## config.mk

```make
export PLATFORM = sky130hd
export DESIGN_NAME = rxparity
export DESIGN_NICKNAME = d
export VERILOG_FILES = /design/src/rtl/rxparity.sv
export SDC_FILE = /design/constraint.sdc
export NUM_CORES = 1
export LEC_CHECK = 0
export CAP_MARGIN = 20
export CORE_MARGIN = 4
export CORE_UTILIZATION = 25
export CTS_BUF_LIST = sky130_fd_sc_hd__clkbuf_8
export CTS_CLUSTER_SIZE = 25
export DETAILED_ROUTE_END_ITERATION = 10
export MAX_ROUTING_LAYER = met4
export PLACE_DENSITY = 0.5
export SLEW_MARGIN = 15
export SYNTH_ARGS = -nofsm -noshare
export SYNTH_HDL_FRONTEND = slang
export SYNTH_SLANG_ARGS = --single-unit
```

## constraint.sdc

```tcl
create_clock -name i_Pclk -period 1.91 [get_ports i_Pclk]
set_input_delay 0.382 -clock i_Pclk [delete_from_list [all_inputs] [get_ports i_Pclk]]
set_output_delay 0.382 -clock i_Pclk [all_outputs]
set_load 0.02 [all_outputs]
```

## src/rtl/rxparity.sv

```systemverilog
// ---------------------------------------------------------------------------
// rxparity -- USRT serial receive deframer and parity checker.
//
// Recognises 11-bit frames {start(0), D7..D0, parity, stop(1)}, MSB first,
// sampled on i_Pclk edges qualified by the bit strobe i_En. Recovers the data
// byte, checks parity (even/odd/none) and the stop bit, and presents the byte
// with a one-cycle valid pulse and held error flags.
//
// Ports:
//   i_Pclk       clock, rising edge
//   i_Rst        synchronous active-high reset (overrides i_En)
//   i_En         bit strobe; i_Rx sampled only when high
//   i_Rx         serial line, idles high
//   i_Parity     parity mode: 01 even, 10 odd, 00/11 none (latched at start)
//   o_Data       received byte, held until next frame completes
//   o_Valid      one-cycle pulse after the stop-bit sample
//   o_ParityErr  parity mismatch on last frame, held
//   o_FrameErr   stop bit sampled low on last frame, held
//   o_ErrCnt     saturating count of errored frames
//
// Configuration macro: RXPARITY_ERRCNT_EN
//   defined   -> o_ErrCnt counts frames with either error flag, saturating
//                at 8'hFF, cleared only by reset
//   undefined -> counter not built, o_ErrCnt tied to 8'h00
// ---------------------------------------------------------------------------
module rxparity (
    input  logic       i_Pclk,
    input  logic       i_Rst,
    input  logic       i_En,
    input  logic       i_Rx,
    input  logic [1:0] i_Parity,
    output logic [7:0] o_Data,
    output logic       o_Valid,
    output logic       o_ParityErr,
    output logic       o_FrameErr,
    output logic [7:0] o_ErrCnt
);

    localparam logic [1:0] MODE_EVEN = 2'b01;
    localparam logic [1:0] MODE_ODD  = 2'b10;

    // The start-bit sample moves IDLE straight into DATA, so DATA doubles as
    // the "start seen" state: the next strobed sample is D7.
    typedef enum logic [2:0] {
        S_IDLE,
        S_DATA,
        S_PARITY,
        S_STOP,
        S_WAIT
    } state_t;

    state_t     state;
    logic [2:0] bit_cnt;
    logic [7:0] shreg;
    logic       par_acc;
    logic       par_bit;
    logic [1:0] mode;
    logic       par_mismatch;

    function automatic logic parity_mismatch(input logic [1:0] m,
                                             input logic       acc,
                                             input logic       pb);
        case (m)
            MODE_EVEN: return pb != acc;
            MODE_ODD:  return pb == acc;   // odd expects ~acc
            default:   return 1'b0;        // no parity: slot ignored
        endcase
    endfunction

    assign par_mismatch = parity_mismatch(mode, par_acc, par_bit);

    always_ff @(posedge i_Pclk) begin
        if (i_Rst) begin
            state       <= S_IDLE;
            bit_cnt     <= 3'd0;
            par_acc     <= 1'b0;
            par_bit     <= 1'b0;
            mode        <= 2'b00;
            o_Data      <= 8'h00;
            o_Valid     <= 1'b0;
            o_ParityErr <= 1'b0;
            o_FrameErr  <= 1'b0;
        end else begin
            // Valid is a pulse independent of the strobe in the following cycle.
            o_Valid <= 1'b0;
            if (i_En) begin
                case (state)
                    S_IDLE: begin
                        if (!i_Rx) begin
                            mode    <= i_Parity;
                            bit_cnt <= 3'd0;
                            par_acc <= 1'b0;
                            state   <= S_DATA;
                        end
                    end
                    S_DATA: begin
                        shreg   <= {shreg[6:0], i_Rx};
                        par_acc <= par_acc ^ i_Rx;
                        bit_cnt <= bit_cnt + 3'd1;
                        if (bit_cnt == 3'd7) begin
                            state <= S_PARITY;
                        end
                    end
                    S_PARITY: begin
                        par_bit <= i_Rx;
                        state   <= S_STOP;
                    end
                    S_STOP: begin
                        o_Data      <= shreg;
                        o_ParityErr <= par_mismatch;
                        o_FrameErr  <= ~i_Rx;
                        o_Valid     <= 1'b1;
                        // A low stop bit means the line may still be low; wait
                        // for it to return high so it is not taken as a start.
                        state       <= i_Rx ? S_IDLE : S_WAIT;
                    end
                    S_WAIT: begin
                        if (i_Rx) begin
                            state <= S_IDLE;
                        end
                    end
                    default: state <= S_IDLE;
                endcase
            end
        end
    end

`ifdef RXPARITY_ERRCNT_EN
    logic [7:0] err_cnt;

    function automatic logic [7:0] sat_inc(input logic [7:0] v);
        return (v == 8'hFF) ? v : v + 8'd1;
    endfunction

    // Counts on the stop edge so the count updates together with o_Valid;
    // a frame with both errors counts once.
    always_ff @(posedge i_Pclk) begin
        if (i_Rst) begin
            err_cnt <= 8'h00;
        end else if (i_En && (state == S_STOP) && (par_mismatch || !i_Rx)) begin
            err_cnt <= sat_inc(err_cnt);
        end
    end

    assign o_ErrCnt = err_cnt;
`else
    assign o_ErrCnt = 8'h00;
`endif

endmodule

```

==> results, run 1 <==
- Setup violations remaining at the end of the flow were counted as 0.
- The layout overhead on the synthesized area is 22.76%.
- In this run the number of cells on the critical path is 1.
- The antenna diode count is 0.
- For this run, the slowest stage of the critical path takes about 0.61 ns.
- The number of global-route vias before repair was 892.
- The critical path arrival is 1.23 ns.
- The setup TNS after final layout is 0 ns.
- In this run the remaining antenna-violating nets after routing total 0.
- Timing would allow up to approximately 0.62 GHz.
- After synthesis the netlist holds a flip-flop and latch count of 29.
- The wire length after detailed routing is roughly 2400 um.
- In this run the deepest clock path goes through 2 buffers.
- The endpoint identified for the worst register-to-register timing path is shreg[7].
- Ranked by total cell area, the synthesized netlist is headed by dfxtp_1 33%, edfxtp_1 19%, a21oi_1 6.7%, nand2_1 6.2%, buf_4 5.9%.
- The dominant cell type by area after synthesis is dfxtp_1.
- The slowest stage of the critical path belongs to the cell clkdlybuf4s50_1.
- Of the total power, the clock network draws 0.408.
- The total net switching power is 270.4 uW.
- The number of placed instances, taps included is between 200 and 250.
- For this configuration, the core starts out at a cell density of 0.2636.
- The worst hold path begins at o_Data[6].
- On the critical path the largest part of the delay comes from buffers and inverters.
- The minimum clock period is between 1.5 and 2 ns.
- The launching element of the worst setup path is o_ParityErr.
- The count of pins over their slew limit is 0.
- In this run the standard cell core region covers 4817 um^2.
- TritonCTS created 5 clock buffers.
- The number of hold violations in the final report is 0.
- For this block, the initial DRC count from the detailed router was 23.
- Entering global routing, the biggest net connects 22 pins.
- Using the TritonRoute via totals, the vias-per-cell ratio works out to 4.175.
- The post-detailed-route DRC marker count is 0.
- The clock tree from TritonCTS is done.
- The share of total power dissipated in sequential elements is 0.530.
- The start-to-end type of the worst setup path is flop to output port.
- The number of antenna violations at the first check in global routing came to 0.
- The final net count is 157.
- In this run the count of I/O pins placed on the die edge is 25.
- The maximum fanout count along the critical path is 2.
- Clock-pin slew was measured on the worst setup and hold paths at ~0.060 ns.
- The count of flip-flops with a built-in enable after synthesis is 8.
- The cell count after synthesis came out at ~130.
- STA classifies the critical path endpoint as an output port.
- The number of standard cells in the layout, taps in and fillers out is between 200 and 250.
- CTS placed an instance of clkbuf_8 at the clock tree root.
- The congestion estimate from routability-driven global placement came to roughly 0.73.
- The count of cells along the worst register-to-register path is 3.
- In this run the cell area measured after placement is 1468 um^2.
- The commonest register cell after synthesis is dfxtp_1.
- Traced cell by cell, the critical path runs through clkdlybuf4s50_1.
- For the worst setup path, the data required time is around 1.5 ns.
- Max-cap violations in this run came to 0.
- The floorplan step set the die height to between 70 and 80 um.
- The sum of overflow across all layers after global routing is 0.
- Summing every instance area after synthesis gives around 1300 um^2.
- The worst IR drop on VDD is ~0.00025 V.
- Dividing the detail-routed wire length by the instance count gives ~11 um.
- The port buffer count is 16.
- The post-layout instance area is ~1600 um^2.
- The later pin in the worst-skew pair is clocked with a latency of 0.27 ns.
- The clock tree synthesis step divided the H-tree into 2 levels.
- Dividing the final minimum period by the clock period gives 0.8432.
- The kind of start point of the critical path is a flop.
- The worst hold path terminates at o_Data[6].
- The flow ran to the end, and the final reports show no timing, DRC or antenna violations.
- The worst hold path belongs to the class flop to flop.
- The power per unit of standard cell area is ~790 nW/um^2.
- The number of placement rows is 25.
- Of the total power, the share spent switching nets is 0.2206.
- The worst register-to-register path has a setup slack of around 0.48 ns.
- The floorplan step set the die width to about 80 um.
- Counting every sink on the clock net gives 29.
- The share of synthesized registers carrying an async set or reset is 0.
- The worst clock skew is 0.002062 ns.
- For this run, the register share of the synthesized area comes to 0.5202.
- The worst hold path passes through 2 cells.
- Together, buffers and inverters on the worst path number 1.
- The portion of total power attributed to combinational logic is 0.063.
- The share of the synthesized area in the top cell type is 0.3310.
- A synthesized cell averages ~10 um^2.
- The routed layout has 906 vias.
- The die covers 6285 um^2.
- The number of distinct library cell variants in the gate-level netlist after synthesis is 32.
- The number of hold buffers added after CTS is 0.
- Internal power comes to between 900 and 1000 uW.
- The startpoint of the most critical register-to-register path is state[0].
- The leakage power of the design is approximately 0.00055 uW.
- The wire-length estimate of the detail-placed layout is around 1800 um.
- The commonest cells after synthesis are 21 x dfxtp_1, 21 x nand2_1, 17 x a21oi_1.
- The wire length of the first global-routing pass is 3919 um.
- The global-route usage over all layers is 0.08423.
- The fraction of final layout cells with drive strength greater than 1 is 0.1333.
- The total setup buffers inserted after CTS is 0.
- Setup repair after global routing left no endpoint under its margin.
- For this run, the detailed router's first-pass iteration total came to 4.
- During synthesis, Yosys emitted a total of 0 warnings.
- Post-CTS repair changed the size of 0 cells.
-- per-layer routing --
layer | vias to the layer above | global-route usage | wire [um]
li1 | 464 | - | -
met1 | 417 | 0.08380 | 1009
met2 | 20 | 0.1397 | 1184
met3 | 5 | 0.03515 | 123
met4 | 0 | 0.04639 | 53
met5 | - | - | 0
-- stage by stage --
step / worst slack (ns) / power (uW) / utilization / hold slack, ns
2_1_floorplan: 0.3240 / 727.5 / - / 0.4262
3_3_place_gp: 0.08296 / 738.0 / 0.3047 / 0.4394
3_5_place_dp: 0.06874 / 739.7 / 0.3047 / 0.4423
4_1_cts: 0.2817 / 1244 / 0.3236 / 0.4590
5_1_grt: 0.2478 / 1290 / 0.3236 / 0.4786
6_report: 0.2996 / 1226 / 0.3236 / 0.4567
-- cells by family after synthesis --
group | synth area share
AO/OA/AOI/OAI | 0.1350
XOR/XNOR | 0.006898
flip-flops | 0.5202
multiplexers | 0.007882
AND/OR/NAND/NOR | 0.2148
buffers and inverters | 0.09261
adder cells (fa/ha/maj) | 0.01970
other | 0.002953
-- state kept, by name, summed over array words and instances (netlist names) --
| signal | cells |
|---|---|
| o_Data | 8 |
| shreg | 8 |
| par_acc | 1 |
| mode | 2 |
| bit_cnt | 3 |
| o_FrameErr | 1 |
| state | 3 |
| o_ParityErr | 1 |
| o_Valid | 1 |
| par_bit | 1 |
-- how the worst max path moves through the flow --
stage / end
2_1_floorplan: shreg[0]
3_3_place_gp: shreg[5]
3_5_place_dp: shreg[3]
4_1_cts: o_ParityErr
5_1_grt: o_FrameErr
6_report: o_ParityErr
-- final cells by class --
type / count / area [um^2]
clock buffer: 6 / 82.58
clock inverter: 2 / 8.758
fill: 526 / 3258
inverter: 2 / 7.507
multi-input combinational: 90 / 518.0
sequential: 29 / 660.6
tap: 67 / 83.83
timing repair buffer: 21 / 197.7
-- placed cells by master (no fill, tap or decap), types with 2 or more instances in the layout --
cell type / instances
a211oi_2: 2
a21oi_1: 17
buf_4: 5
clkbuf_8: 6
clkdlybuf4s50_1: 16
conb_1: 8
dfxtp_1: 21
edfxtp_1: 8
ha_1: 2
inv_1: 2
nand2_1: 21
nand2b_1: 3
nand3_1: 3
nand3b_1: 2
nor2_1: 5
nor2b_1: 5
o21ai_0: 2
o21ai_1: 6
or3b_4: 2
-- power by group through the flow --
stage	Combinational [uW]	Sequential, uW	Clock [uW]
final	76.8	649	500
after global routing	84.6	650	555
after CTS	77.1	649	518
after detailed placement	77.0	663	0
after global placement	76.2	662	0
after floorplan	70.7	657	0
Note: power is estimated with default switching activity, not from simulation.
==> inputs of run 2 (changes only) <==
--- a/config.mk
+++ b/config.mk
@@ -12,7 +12,7 @@
 export CTS_CLUSTER_SIZE = 25
 export DETAILED_ROUTE_END_ITERATION = 10
 export MAX_ROUTING_LAYER = met4
-export PLACE_DENSITY = 0.5
+export PLACE_DENSITY = 0.51
 export SLEW_MARGIN = 15
 export SYNTH_ARGS = -nofsm -noshare
 export SYNTH_HDL_FRONTEND = slang
==> constraint.sdc (replaced) <==
create_clock -name i_Pclk -period 1.3 [get_ports i_Pclk]
set_input_delay 0.26 -clock i_Pclk [delete_from_list [all_inputs] [get_ports i_Pclk]]
set_output_delay 0.26 -clock i_Pclk [all_outputs]
set_load 0.02 [all_outputs]
==> results, run 2 (synthesized netlist as in run 1, its figures left out) <==
- Across the run, the number of max-cap violations was 0.
- 25 I/O pins were placed.
- The remaining antenna violation count after routing is 0.
- The critical path is of the flop to flop type.
- The slowest cell on the critical path is dfxtp_2.
- In this run the most critical hold path is launched from o_Data[5].
- STA classifies the critical path startpoint as a flop.
- The highest achievable clock rate is just over 0.8 GHz.
- The post-detailed-route DRC marker count is 0.
- The total via count in the routed design is about 900.
- The worst IR drop on VDD is about 0.00046 V.
- The antenna diode count is 0.
- In this run the horizontal extent of the chip is roughly 79 um.
- In this design, the stage delay of the slowest critical-path cell is 0.34 ns.
- The clock sink total is 29.
- The critical path starts at state[2].
- Routability-driven placement finished with a final weighted congestion of 0.7359.
- The total die area is 6285 um^2.
- The clock latency at the later pin of the worst-skew pair is approximately 0.28 ns.
- For this run, the total global-route usage over all layers was measured as 0.08413.
- In the final layout, the registers with the most flip-flops are o_Data (8), shreg (8).
- Summing internal, switching and leakage power gives 1980 uW.
- The clock share of power is 0.453.
- For this configuration, the core starts out at a cell density of 0.2636.
- The class of the most critical hold timing path is flop to flop.
- The maximum fanout count along the critical path is 8.
- The library cells used most frequently in the layout, excluding fill and tap cells, are 21 x nand2_1, 17 x dfxtp_1, 16 x a21oi_1.
- The final core utilization is 0.3442.
- The deepest clock path buffer count is 2.
- The pre-antenna-repair detailed-routing pass consisted of 4 iterations.
- In the finished design, the share of the clock period the worst path needs comes to 0.9372.
- Of the cells placed in the final design, the portion with a size suffix greater than 1 is 0.2215.
- Relative to the synthesized area, the layout overhead comes to 30.54%.
- The total overflow left after global routing is 0.
- The core region area is 4817 um^2.
- For this block, the routed nets add up to about 2300 um of wire.
- The startpoint identified for the worst register-to-register timing path is state[2].
- The number of filler instances in the final layout is around 530.
- The number of hold violations in the final report is 0.
- For this design the ratio of total power to cell area is approximately 1200 nW/um^2.
- Data on the critical path is required at its endpoint by 1.26 ns.
- The HPWL reported at the end of detailed placement is 1691 um.
- The port buffer count is 16.
- The via count normalized by instance count is 4.102.
- The total number of H-tree levels is 2.
- In this run the power spent charging and discharging nets is roughly 420 uW.
- The worst clock skew is 0.007092 ns.
- After clock tree synthesis, the setup repair step added 0 buffers.
- The number of antenna violations at the first check in global routing is 0.
- For this run, the post-layout net count is 165.
- STA classifies the critical path endpoint as a flop.
- Dividing the detail-routed wire length by the instance count gives 10.25 um.
- Cell internal power was estimated by the tool at 1559 uW.
- Across all hold checks on the routed design, the worst slack comes to around 0.45 ns.
- The clock tree from TritonCTS is done.
- In this run the clock root is driven by a clkbuf_8.
- The portion of total power attributed to combinational logic is 0.067.
- Traced cell by cell, the critical path runs through and4bb_2 -> nor2b_4.
- The number of placement rows is 25.
- Setup violations remaining at the end of the flow were counted as 0.
- The leading cell type in the layout, fill and taps excluded is nand2_1.
- The number of global-route vias before repair is about 940.
- The smallest clock period supported by the final layout is computed as approximately 1.2 ns.
- Entering global routing, the biggest net connects 22 pins.
- Of the total power, registers draw 0.480.
- The run finished with clean final reports.
- The wire length of the first global-routing pass is between 3000 and 4000 um.
- The critical path arrival is between 1 and 1.5 ns.
- For this design the static power due to leakage is approximately 0.00065 uW.
- The clock-pin slew reported for the worst setup and hold paths after clock tree synthesis is approximately 0.07 ns.
- The TritonCTS buffer count is 5.
- After routing, the total negative slack on setup checks comes to 0 ns.
- Setup repair after global routing left no endpoint under its margin.
- In this run the vertical extent of the chip is 79.28 um.
- In this run, the number of DRC markers left after iteration 0 of detailed routing was 32.
- Of the total power, the share spent switching nets is 0.2125.
- The count of pins over their slew limit is 0.
==> run 2: cell count changes in the layout (fill, tap and decap cells not counted), moves of 4 or more <==
cell             previous run  this run
clkdlybuf4s50_1            16         4
dlygate4sd2_1               0        11
dfxtp_2                     0         4
buf_4                       5        12
dfxtp_1                    21        17
==> run 2: through the flow <==
stage	cell area [um^2]	std cells	worst slack [ns]
CTS	1643	225	0.04062
detailed placement	1548	217	-0.4690
finish	1658	225	0.08170
global placement	1548	217	-0.4327
global route	1658	225	0.004547
floorplan	1304	136	0.008871
==> run 2: cell type report <==
| type | count | area, um^2 | share of cell area |
|---|---|---|---|
| sequential | 29 | 665.6 | 0.4015 |
| multi-input combinational | 90 | 534.3 | 0.3223 |
| timing repair buffer | 29 | 256.5 | 0.1547 |
| tap | 67 | 83.83 | 0.05057 |
| clock buffer | 5 | 68.82 | 0.04151 |
| clock inverter | 3 | 41.29 | 0.02491 |
| inverter | 2 | 7.507 | 0.004528 |
==> run 2: worst paths after layout <==
path | endpoint | slack, ns | cells past startpoint
hold / removal | o_Data[5] | 0.45 | 2
setup reg to reg | shreg[5] | 0.08 | 2
hold reg to reg | o_Data[5] | 0.45 | 2
setup / recovery | shreg[5] | 0.08 | 2
==> run 2: worst max-delay path: cells and delay by family (launching register included) <==
family	cells	cell delay (ns)
DFF	1	0.34
and+or+nand+nor	2	0.56
==> run 2: per-layer routing <==
layer | track usage | share of wire | wire (um)
met3 | 0.02381 | 0.056 | 129
met5 | - | 0 | 0
met2 | 0.1448 | 0.50 | 1152
met4 | 0.05326 | 0.026 | 59
met1 | 0.08351 | 0.42 | 966
==> run 2: power groups by stage <==
stage / Clock, uW / Combinational, uW / Sequential (uW)
floorplan: 0 / 105 / 965
global placement: 0 / 128 / 969
detailed placement: 0 / 130 / 969
CTS: 924 / 130 / 949
global route: 973 / 145 / 951
finish: 898 / 132 / 950
==> run 2: what timing repair did <==
item,CTS,global route
pin swaps,0,0
gates resized for setup,12,7
hold buffers,0,0
hold endpoints to repair,0,0
setup endpoints to repair,31,12
==> inputs of run 3 (changes only) <==
--- a/config.mk
+++ b/config.mk
@@ -11,6 +11,7 @@
 export CTS_BUF_LIST = sky130_fd_sc_hd__clkbuf_8
 export CTS_CLUSTER_SIZE = 25
 export DETAILED_ROUTE_END_ITERATION = 10
+export GPL_ROUTABILITY_DRIVEN = 0
 export MAX_ROUTING_LAYER = met4
 export PLACE_DENSITY = 0.51
 export SLEW_MARGIN = 15
==> results of run 3 <==
No change in the layout: final DEF, timing and power equal those of run 2.
